<file path="src/rtl/cnn_fifo_pkg.sv">
// Shared definitions for the CNN feature-FIFO read path: word/beat geometry
// and the unpacker control states.
package cnn_fifo_pkg;

    // Width of one FIFO word as stored in the URAM feature FIFO.
    localparam int DATA_WIDTH       = 256;
    // Width of one beat delivered to the conv PE array.
    localparam int OUT_WIDTH        = 64;
    // Beats per FIFO word; the sub-beat index wraps naturally only for powers of 2.
    localparam int RATIO            = DATA_WIDTH / OUT_WIDTH;
    // Width of word counters, matched to the FIFO occupancy count.
    localparam int DATA_COUNT_WIDTH = 17;
    // Bits needed to address one beat lane inside a word.
    localparam int SEL_WIDTH        = (RATIO > 1) ? $clog2(RATIO) : 1;

    // Transfer control states.
    typedef enum logic [1:0] {
        ST_IDLE = 2'd0,
        ST_RUN  = 2'd1,
        ST_DONE = 2'd2
    } state_t;

endpackage

</file>
<file path="src/rtl/fifo_word_unpacker.sv">
// Pops a programmed number of wide words from an FWFT FIFO and replays each
// one as RATIO narrow beats on a valid/ready stream, lane 0 (LSBs) first.
// The last beat of the last word carries m_last; done pulses one cycle later.
module fifo_word_unpacker
    import cnn_fifo_pkg::*;
(
    input  logic                        clk,
    input  logic                        rst_n,
    // Command interface
    input  logic                        start,
    input  logic [DATA_COUNT_WIDTH-1:0] word_num,
    output logic                        busy,
    output logic                        done,
    // FWFT FIFO read side
    input  logic [DATA_WIDTH-1:0]       fifo_dout,
    input  logic                        fifo_empty,
    output logic                        fifo_rd_en,
    // Narrow output stream
    output logic [OUT_WIDTH-1:0]        m_data,
    output logic                        m_valid,
    input  logic                        m_ready,
    output logic                        m_last
);

    state_t                      state;
    logic [DATA_WIDTH-1:0]       word_buf;
    logic                        buf_valid;
    logic [SEL_WIDTH-1:0]        sel;
    logic [DATA_COUNT_WIDTH-1:0] words_left;

    logic start_accept;
    logic handshake;
    logic sel_last;
    logic last_sub_accepted;
    logic no_words_left;

    // A start is only honoured from IDLE; pulses during RUN/DONE are dropped.
    assign start_accept      = (state == ST_IDLE) && start;
    assign handshake         = buf_valid && m_ready;
    assign sel_last          = (sel == SEL_WIDTH'(RATIO - 1));
    assign last_sub_accepted = handshake && sel_last;
    assign no_words_left     = (words_left == '0);

    // Pop when there is a word to take and the buffer is empty or is being
    // emptied this very cycle; the same-cycle reload gives back-to-back beats
    // across word boundaries. Left combinational so the FWFT head is consumed
    // in the same cycle it is copied into the buffer.
    assign fifo_rd_en = (state == ST_RUN) && !fifo_empty && !no_words_left &&
                        (!buf_valid || last_sub_accepted);

    // Beat lanes come straight out of the held word, so data stays stable
    // for as long as sel and the buffer do, i.e. across any m_ready stall.
    assign m_data  = word_buf[sel*OUT_WIDTH +: OUT_WIDTH];
    assign m_valid = buf_valid;
    assign m_last  = buf_valid && sel_last && no_words_left;

    // Status flags decode directly from the state register, so they are
    // glitch-free and change only on clock edges.
    assign busy = (state != ST_IDLE);
    assign done = (state == ST_DONE);

    // Transfer control: IDLE -> RUN (or straight to DONE for an empty job)
    // -> DONE after the final beat is accepted -> IDLE.
    // NOTE: sequential state uses non-blocking (<=) so every flop samples the
    // pre-edge values of its inputs, independent of block ordering.
    always_ff @(posedge clk or negedge rst_n) begin
        if (!rst_n) begin
            state <= ST_IDLE;
        end else begin
            case (state)
                ST_IDLE: begin
                    if (start) begin
                        state <= (word_num != '0) ? ST_RUN : ST_DONE;
                    end
                end
                ST_RUN: begin
                    if (handshake && m_last) begin
                        state <= ST_DONE;
                    end
                end
                ST_DONE: begin
                    state <= ST_IDLE;
                end
                default: begin
                    state <= ST_IDLE;
                end
            endcase
        end
    end

    // Word buffer, lane select and remaining-word counter.
    // NOTE: word_buf is an ordinary register, not a memory, so it gets an
    // async reset too; that makes m_data read 0 out of reset and after an
    // aborted transfer instead of exposing stale feature data.
    always_ff @(posedge clk or negedge rst_n) begin
        if (!rst_n) begin
            word_buf   <= '0;
            buf_valid  <= 1'b0;
            sel        <= '0;
            words_left <= '0;
        end else if (start_accept) begin
            buf_valid  <= 1'b0;
            sel        <= '0;
            words_left <= word_num;
        end else if (fifo_rd_en) begin
            // A reload also covers the last-sub handshake of the previous word.
            word_buf   <= fifo_dout;
            buf_valid  <= 1'b1;
            sel        <= '0;
            words_left <= words_left - DATA_COUNT_WIDTH'(1);
        end else if (handshake) begin
            sel <= sel + SEL_WIDTH'(1);
            if (sel_last) begin
                buf_valid <= 1'b0;
            end
        end
    end

endmodule

</file>
<file path="config.mk">
export PLATFORM = sky130hd
export DESIGN_NAME = fifo_word_unpacker
export DESIGN_NICKNAME = d
export VERILOG_FILES = /design/src/rtl/cnn_fifo_pkg.sv /design/src/rtl/fifo_word_unpacker.sv
export SDC_FILE = /design/constraint.sdc
export NUM_CORES = 1
export LEC_CHECK = 0
export ABC_AREA = 1
export CAP_MARGIN = 40
export CORE_ASPECT_RATIO = 1.2
export CORE_MARGIN = 2
export CORE_UTILIZATION = 47
export DETAILED_ROUTE_END_ITERATION = 8
export GPL_TIMING_DRIVEN = 0
export PLACE_DENSITY = 0.77
export SLEW_MARGIN = 20
export SYNTH_ARGS = -nofsm -noshare
export SYNTH_HDL_FRONTEND = slang
export SYNTH_SLANG_ARGS = --single-unit
</file>
<file path="constraint.sdc">
create_clock -name clk -period 5.5 [get_ports clk]
set_input_delay 1.375 -clock clk [delete_from_list [all_inputs] [get_ports clk]]
set_output_delay 1.375 -clock clk [all_outputs]
set_load 0.005 [all_outputs]
</file>
==> flow_summary.json, run 1 <==
{
  "synth_enable_flop_cells": 0,
  "cap_viol_max_count": 0,
  "netlist_top_cells_area": "dfrtp_1 (54%), nand2_1 (25%), o21ai_0 (5.0%)",
  "dp.cells": 2375,
  "cp_max_fo": 10,
  "synth.most_common_cell": "nand2_1",
  "fin_crit_ps": 4730,
  "crit_arrival_ps": 3360,
  "num_vias": 13422,
  "die_w_um": 156,
  "syn-instance-count": 1683,
  "whs_endpoint": "word_buf[169]",
  "tightest_slew_ps": 928,
  "crit_path_max_incr_delay_ps": 570,
  "ant_nets": 0,
  "hold_viol": 0,
  "r2r_end": "word_buf[42]",
  "area_growth_pct": 38.1,
  "synth_top_cell_by_area": "dfrtp_1",
  "synth.distinct_cells": 25,
  "r2r_slack_ps": 3540,
  "finalCritPeriodShare_pct": 86.1,
  "layout.cells.non_filler": 2433,
  "overflow": 0,
  "setup_viol": 0,
  "clk_latency_ps": 550,
  "cp-end-kind": "output port",
  "first_iter_violations": 1284,
  "tns_ps": 0,
  "finClkSkew_ps": 7.41,
  "synth_top_area_share_pct": 53.6,
  "vdd_drop_max_uv": 312,
  "ys_seq_elements": 278,
  "cts_tree": "done",
  "path_cells": "clkdlybuf4s50_1, nand2_1, nand2_1, inv_1, nor2_4, buf_6, buf_6, clkdlybuf4s50_1",
  "wl_mm": 50.6,
  "io_pins": 347,
  "synth_nets": 1964,
  "drv_slew": 0,
  "slew-limit-headroom_pct": 38.1,
  "die_h_um": 186,
  "fin_nets": 2349,
  "status": "complete, no violations",
  "fp.coreArea_mm2": 0.0272,
  "vias_per_cell": 5.52,
  "hp-start": "word_buf[169]",
  "synthTopCellsByCount": "nand2_1 (855), dfrtp_1 (278), nor2_1 (164), o21ai_0 (129), o22ai_1 (64)",
  "dieArea_mm2": 0.0290,
  "grt_pass1_vias": 13428,
  "synth.cell_area_mm2": 0.0130,
  "grt_pass1_wl_mm": 75.5,
  "ys_warn_count": 0,
  "start_kind": "primary input",
  "reg2reg_depth": 12,
  "first_pass_iters": 6,
  "p_leak_nw": 8.86,
  "r2r-start": "words_left[0]",
  "cts_buffer_depth": 3,
  "row_count": 66,
  "worstSetupPathType": "primary input to output port",
  "whs_ps": 474,
  "htreeDepth": 1,
  "rsz0062_at_grt": "false",
  "synth_seq_area_share_pct": 53.6,
  "placed_cell_area_mm2": 0.0170,
  "ctsResizeCount": 0,
  "root_buffer": "clkbuf_16",
  "fin_area_mm2": 0.0179,
  "crit_path_top_delay_cell": "clkdlybuf4s50_1",
  "power_density_mw_per_mm2": 554,
  "final_util_pct": 66.0,
  "start_util_pct": 47.8,
  "wl_per_cell_um": 20.8,
  "clk_pin_slew_ps": 60,
  "syn_avg_cell_area_um2": 7.71,
  "drive_above_1_share_pct": 6.03,
  "cts_buffers": 28,
  "fill_cells": 2323,
  "dp_hpwl_mm": 35.7,
  "holdBufCountCts": 0,
  "antenna_found_initial": 5,
  "place_congestion": 0.878,
  "drc": 0,
  "fmax_ghz": 0.211,
  "grt_max_degree": 100,
  "postCtsSetupBuffers": 0,
  "hold_depth": 2,
  "io_buffers": 346,
  "clkSinkCount": 278,
  "synth_flop_cell": "dfrtp_1",
  "grt_usage_pct": 34.7,
  "min_path_type": "flip-flop to flip-flop",
  "async_flop_share_pct": 100,
  "cp.required_ps": 4120
}
[sequential cells by signal (all words and copies together), names as in the netlist]
name	cells
sel	2
state	2
word_buf	256
m_valid	1
words_left	17
[metal layers]
| metal | vias to the layer above | part of all wire (%) | global-route usage [%] |
|---|---|---|---|
| met5 | - | 0.036 | 0 |
| met4 | 2 | 5.2 | 18.3 |
| met3 | 150 | 9.1 | 7.05 |
| met2 | 779 | 48 | 57.7 |
| met1 | 6405 | 37 | 42.9 |
| li1 | 6086 | - | - |
[critical path: cells and delay by family]
| kind | cells | cell delay (ps) |
|---|---|---|
| simple gates | 3 | 380 |
| buf+inv | 5 | 1590 |
[power by group]
group	internal [mW]	switching [mW]	leakage (nW)	total, mW
combinational	1.90	2.57	4.93	4.47
sequential	2.99	0.567	3.49	3.55
clock	1.09	0.809	0.441	1.90
total	5.98	3.95	8.86	9.93
[cells in the final DEF (no fill, tap or decap), types with 10 or more instances in the layout]
| master | n |
|---|---|
| buf_2 | 32 |
| buf_4 | 10 |
| buf_6 | 30 |
| clkbuf_1 | 46 |
| clkbuf_16 | 29 |
| clkdlybuf4s50_1 | 345 |
| dfrtp_1 | 278 |
| inv_1 | 17 |
| nand2_1 | 855 |
| nand3_1 | 40 |
| nor2_1 | 164 |
| o21ai_0 | 129 |
| o22ai_1 | 64 |
[cells by family after synthesis]
logic type	count (synthesis)	share of synthesized area (%)
DFF	278	53.6
xor gates and xnor gates	6	0.405
AOI/OAI and AO/OA	195	8.14
adders and majority gates	3	0.289
buffers and inverters	124	5.52
and+or+nand+nor	1077	32.0
[final cells by class]
class,count,area [um^2],area share (%)
Tap cell,340,425,2.37
Multi-Input combinational cell,1281,5300,29.6
Inverter,20,75.1,0.419
Timing Repair Buffer,355,3600,20.1
Buffer,104,641,3.57
Clock inverter,7,65.1,0.363
Sequential cell,278,6960,38.8
Antenna cell,4,10.0,0.0559
Clock buffer,44,842,4.70
[metrics by stage]
| step | power [mW] | worst slack, ps |
|---|---|---|
| floorplan | 5.75 | 2050 |
| global placement | 7.77 | -8900 |
| detailed placement | 7.92 | 783 |
| CTS | 9.85 | 773 |
| global route | 10.5 | 682 |
| finish | 9.93 | 767 |
[worst max path at each step]
stage | slack [ps] | to | cells after the start | startpoint
3_5_place_dp | 780 | fifo_rd_en | 8 | m_ready
2_1_floorplan | 2050 | fifo_rd_en | 5 | fifo_empty
4_1_cts | 770 | fifo_rd_en | 8 | m_ready
6_report | 770 | fifo_rd_en | 8 | m_ready
5_1_grt | 680 | fifo_rd_en | 8 | m_ready
3_3_place_gp | -8900 | word_buf[32] | 1 | rst_n
(Power assumes the default switching activity.)
==> inputs of run 2 (changes only) <==
--- a/config.mk
+++ b/config.mk
@@ -6,7 +6,7 @@
 export NUM_CORES = 1
 export LEC_CHECK = 0
 export ABC_AREA = 1
-export CAP_MARGIN = 40
+export CAP_MARGIN = 15
 export CORE_ASPECT_RATIO = 1.2
 export CORE_MARGIN = 2
 export CORE_UTILIZATION = 47
==> run 2 against run 1 <==
Against the previous run: final cell count decreased by 0.29%; routed wire length decreased by 0.32%; clock skew increased by 16 ps; flip-flop and latch count unchanged; die area unchanged; sequential share of layout area increased by 0.073 points; via count decreased by 0.44%; worst hold slack got worse by 1.3 ps; global-route usage about the same.
==> flow_summary.json, run 2 (synthesis results as in run 1) <==
{
  "status": "complete, no violations",
  "grt_usage_pct": 34.7,
  "pwr-share-seq_pct": 35.5,
  "power_mw": 9.97,
  "wl_per_cell_um": 20.8,
  "drive_above_1_share_pct": 5.86,
  "combPwrFrac_pct": 44.4,
  "cts_buffer_depth": 3,
  "reg_top3": "word_buf: 256 flops, words_left: 17 flops",
  "cap_viol_max_count": 0,
  "first_pass_iters": 5,
  "cts_buffers": 29,
  "r2r-start": "words_left[0]",
  "hp-start": "word_buf[150]",
  "mostFrequentLayoutCells": "nand2_1 (855), clkdlybuf4s50_1 (345), dfrtp_1 (278), nor2_1 (164), o21ai_0 (129)",
  "drv_slew": 0,
  "grt_pass1_vias": 13406,
  "reg2reg_depth": 12,
  "rsz0062_at_grt": "false",
  "power_density_mw_per_mm2": 558,
  "slew-limit-headroom_pct": 25.2,
  "hold_viol": 0,
  "sw_frac_of_total_pct": 39.7,
  "post-place-ws_ps": 786,
  "clkSinkCount": 278,
  "fp.coreArea_mm2": 0.0272,
  "io_pins": 347,
  "finClkSkew_ps": 23.2,
  "dieArea_mm2": 0.0290,
  "htreeDepth": 1,
  "worstSetupPathType": "flip-flop to output port",
  "drc": 0,
  "fin_nets": 2343,
  "die_w_um": 156,
  "fin_crit_ps": 4740,
  "p_leak_nw": 8.84,
  "wl_mm": 50.5,
  "r2r_slack_ps": 3580,
  "placed_cell_area_mm2": 0.0169,
  "area_growth_pct": 37.8,
  "cp_top_family": "buffers and inverters",
  "path_cells": "buf_2, clkbuf_1, clkbuf_1, nor2_1, o22ai_1, clkdlybuf4s50_1",
  "cts_tree": "done",
  "critical_path_buf_inv_count": 4,
  "clk_pin_slew_ps": 60,
  "row_count": 66,
  "wl_met2_mm": 23.9,
  "clk_latency_ps": 560,
  "vias_per_cell": 5.51,
  "cp.required_ps": 4120,
  "crit_path_top_delay_cell": "clkbuf_1",
  "final_util_pct": 65.8,
  "final_common_cell": "nand2_1",
  "hold_depth": 2,
  "postCtsSetupBuffers": 0,
  "wl_met1_mm": 18.8,
  "intPower_mw": 6.02,
  "r2r_end": "word_buf[42]",
  "setup_viol": 0,
  "min_path_type": "flip-flop to flip-flop",
  "finalCritPeriodShare_pct": 86.1,
  "cp_max_fo": 10,
  "fmax_ghz": 0.211,
  "largest_reg_flops": 256,
  "grt_max_degree": 100,
  "topRoutingLayerUsed": "met4",
  "tightest_slew_ps": 1120,
  "io_buffers": 346,
  "ctsResizeCount": 0,
  "overflow": 0,
  "dp.cells": 2371,
  "place_congestion": 0.878,
  "first_iter_violations": 1228,
  "vdd_drop_max_uv": 288,
  "num_vias": 13363,
  "holdBufCountCts": 0,
  "regMostFlops": "word_buf",
  "fin_ws_ps": 765,
  "die_h_um": 186,
  "cp-end-kind": "output port",
  "antenna_found_initial": 5,
  "start_kind": "flip-flop",
  "crit_arrival_ps": 3360,
  "layout.cells.non_filler": 2426,
  "grt_pass1_wl_mm": 75.1,
  "switching_power_mw": 3.96,
  "root_buffer": "clkbuf_16",
  "clockPowerShare_pct": 20.1,
  "cpMostUsedCell": "clkbuf_1",
  "whs_endpoint": "word_buf[150]",
  "whs_ps": 472,
  "tns_ps": 0,
  "dr_wl_met3_mm": 4.85,
  "ant_nets": 0,
  "crit_path_max_incr_delay_ps": 710,
  "fin_area_mm2": 0.0179,
  "start_util_pct": 47.8,
  "dp_hpwl_mm": 35.4
}
## run 2: changes by cell type in the layout (fill, tap and decap cells not counted), sizes merged
cell      before  now
clkbuf        81   76
bufinv         1    3
inv           18   19
clkinv         6    9
clkinvlp       2    1
buf           77   70
## run 2: worst max-delay path by stage
stage | from | end | slack (ps) | depth (start not counted)
floorplan | fifo_empty | fifo_rd_en | 2050 | 5
global placement | rst_n | word_buf[32] | -8900 | 1
detailed placement | m_ready | fifo_rd_en | 790 | 8
CTS | m_ready | fifo_rd_en | 780 | 8
global route | m_ready | fifo_rd_en | 680 | 8
finish | sel[0] | m_data[5] | 760 | 6
## run 2: layout make-up
type | instances | area [um^2]
fill | 2293 | 9280
sequential | 278 | 6960
multi-input combinational | 1281 | 5300
timing repair buffer | 348 | 3520
clock buffer | 39 | 803
buffer | 104 | 641
tap | 340 | 425
clock inverter | 12 | 149
inverter | 20 | 75.1
antenna | 4 | 10.0
## run 2: routing by layer
| layer | GRT usage, % | vias up |
|---|---|---|
| met5 | 0 | - |
| met2 | 56.4 | 768 |
| li1 | - | 6074 |
| met1 | 43.3 | 6342 |
| met4 | 19.6 | 0 |
| met3 | 7.22 | 179 |
## run 2: power by group through the flow
stage	Combinational (mW)	Sequential, mW	Clock [mW]
2_1_floorplan	2.36	3.39	0
3_3_place_gp	4.25	3.52	0
3_5_place_dp	4.35	3.54	0
4_1_cts	4.40	3.52	2.00
5_1_grt	4.84	3.63	2.09
6_report	4.43	3.54	2.00
## run 2: worst min-delay path, stage by stage, from the launching register on
cell     delay, ps
dfrtp_1        340
nand2_1         50
nand2_1         50
==> inputs of run 3 (changes only) <==
==> constraint.sdc (replaced) <==
create_clock -name clk -period 5 [get_ports clk]
set_input_delay 1.25 -clock clk [delete_from_list [all_inputs] [get_ports clk]]
set_output_delay 1.25 -clock clk [all_outputs]
set_load 0.005 [all_outputs]
==> results of run 3 <==
Same layout as run 2 (identical final DEF). Status: complete, no violations.
Among the figures that moved: setup slack after placement 786 ps -> 536 ps; setup slack after layout 765 ps -> 390 ps; register-to-register setup slack 3580 ps -> 3080 ps; total power 9.97 mW -> 11.0 mW; worst IR drop on VDD 288 uV -> 317 uV
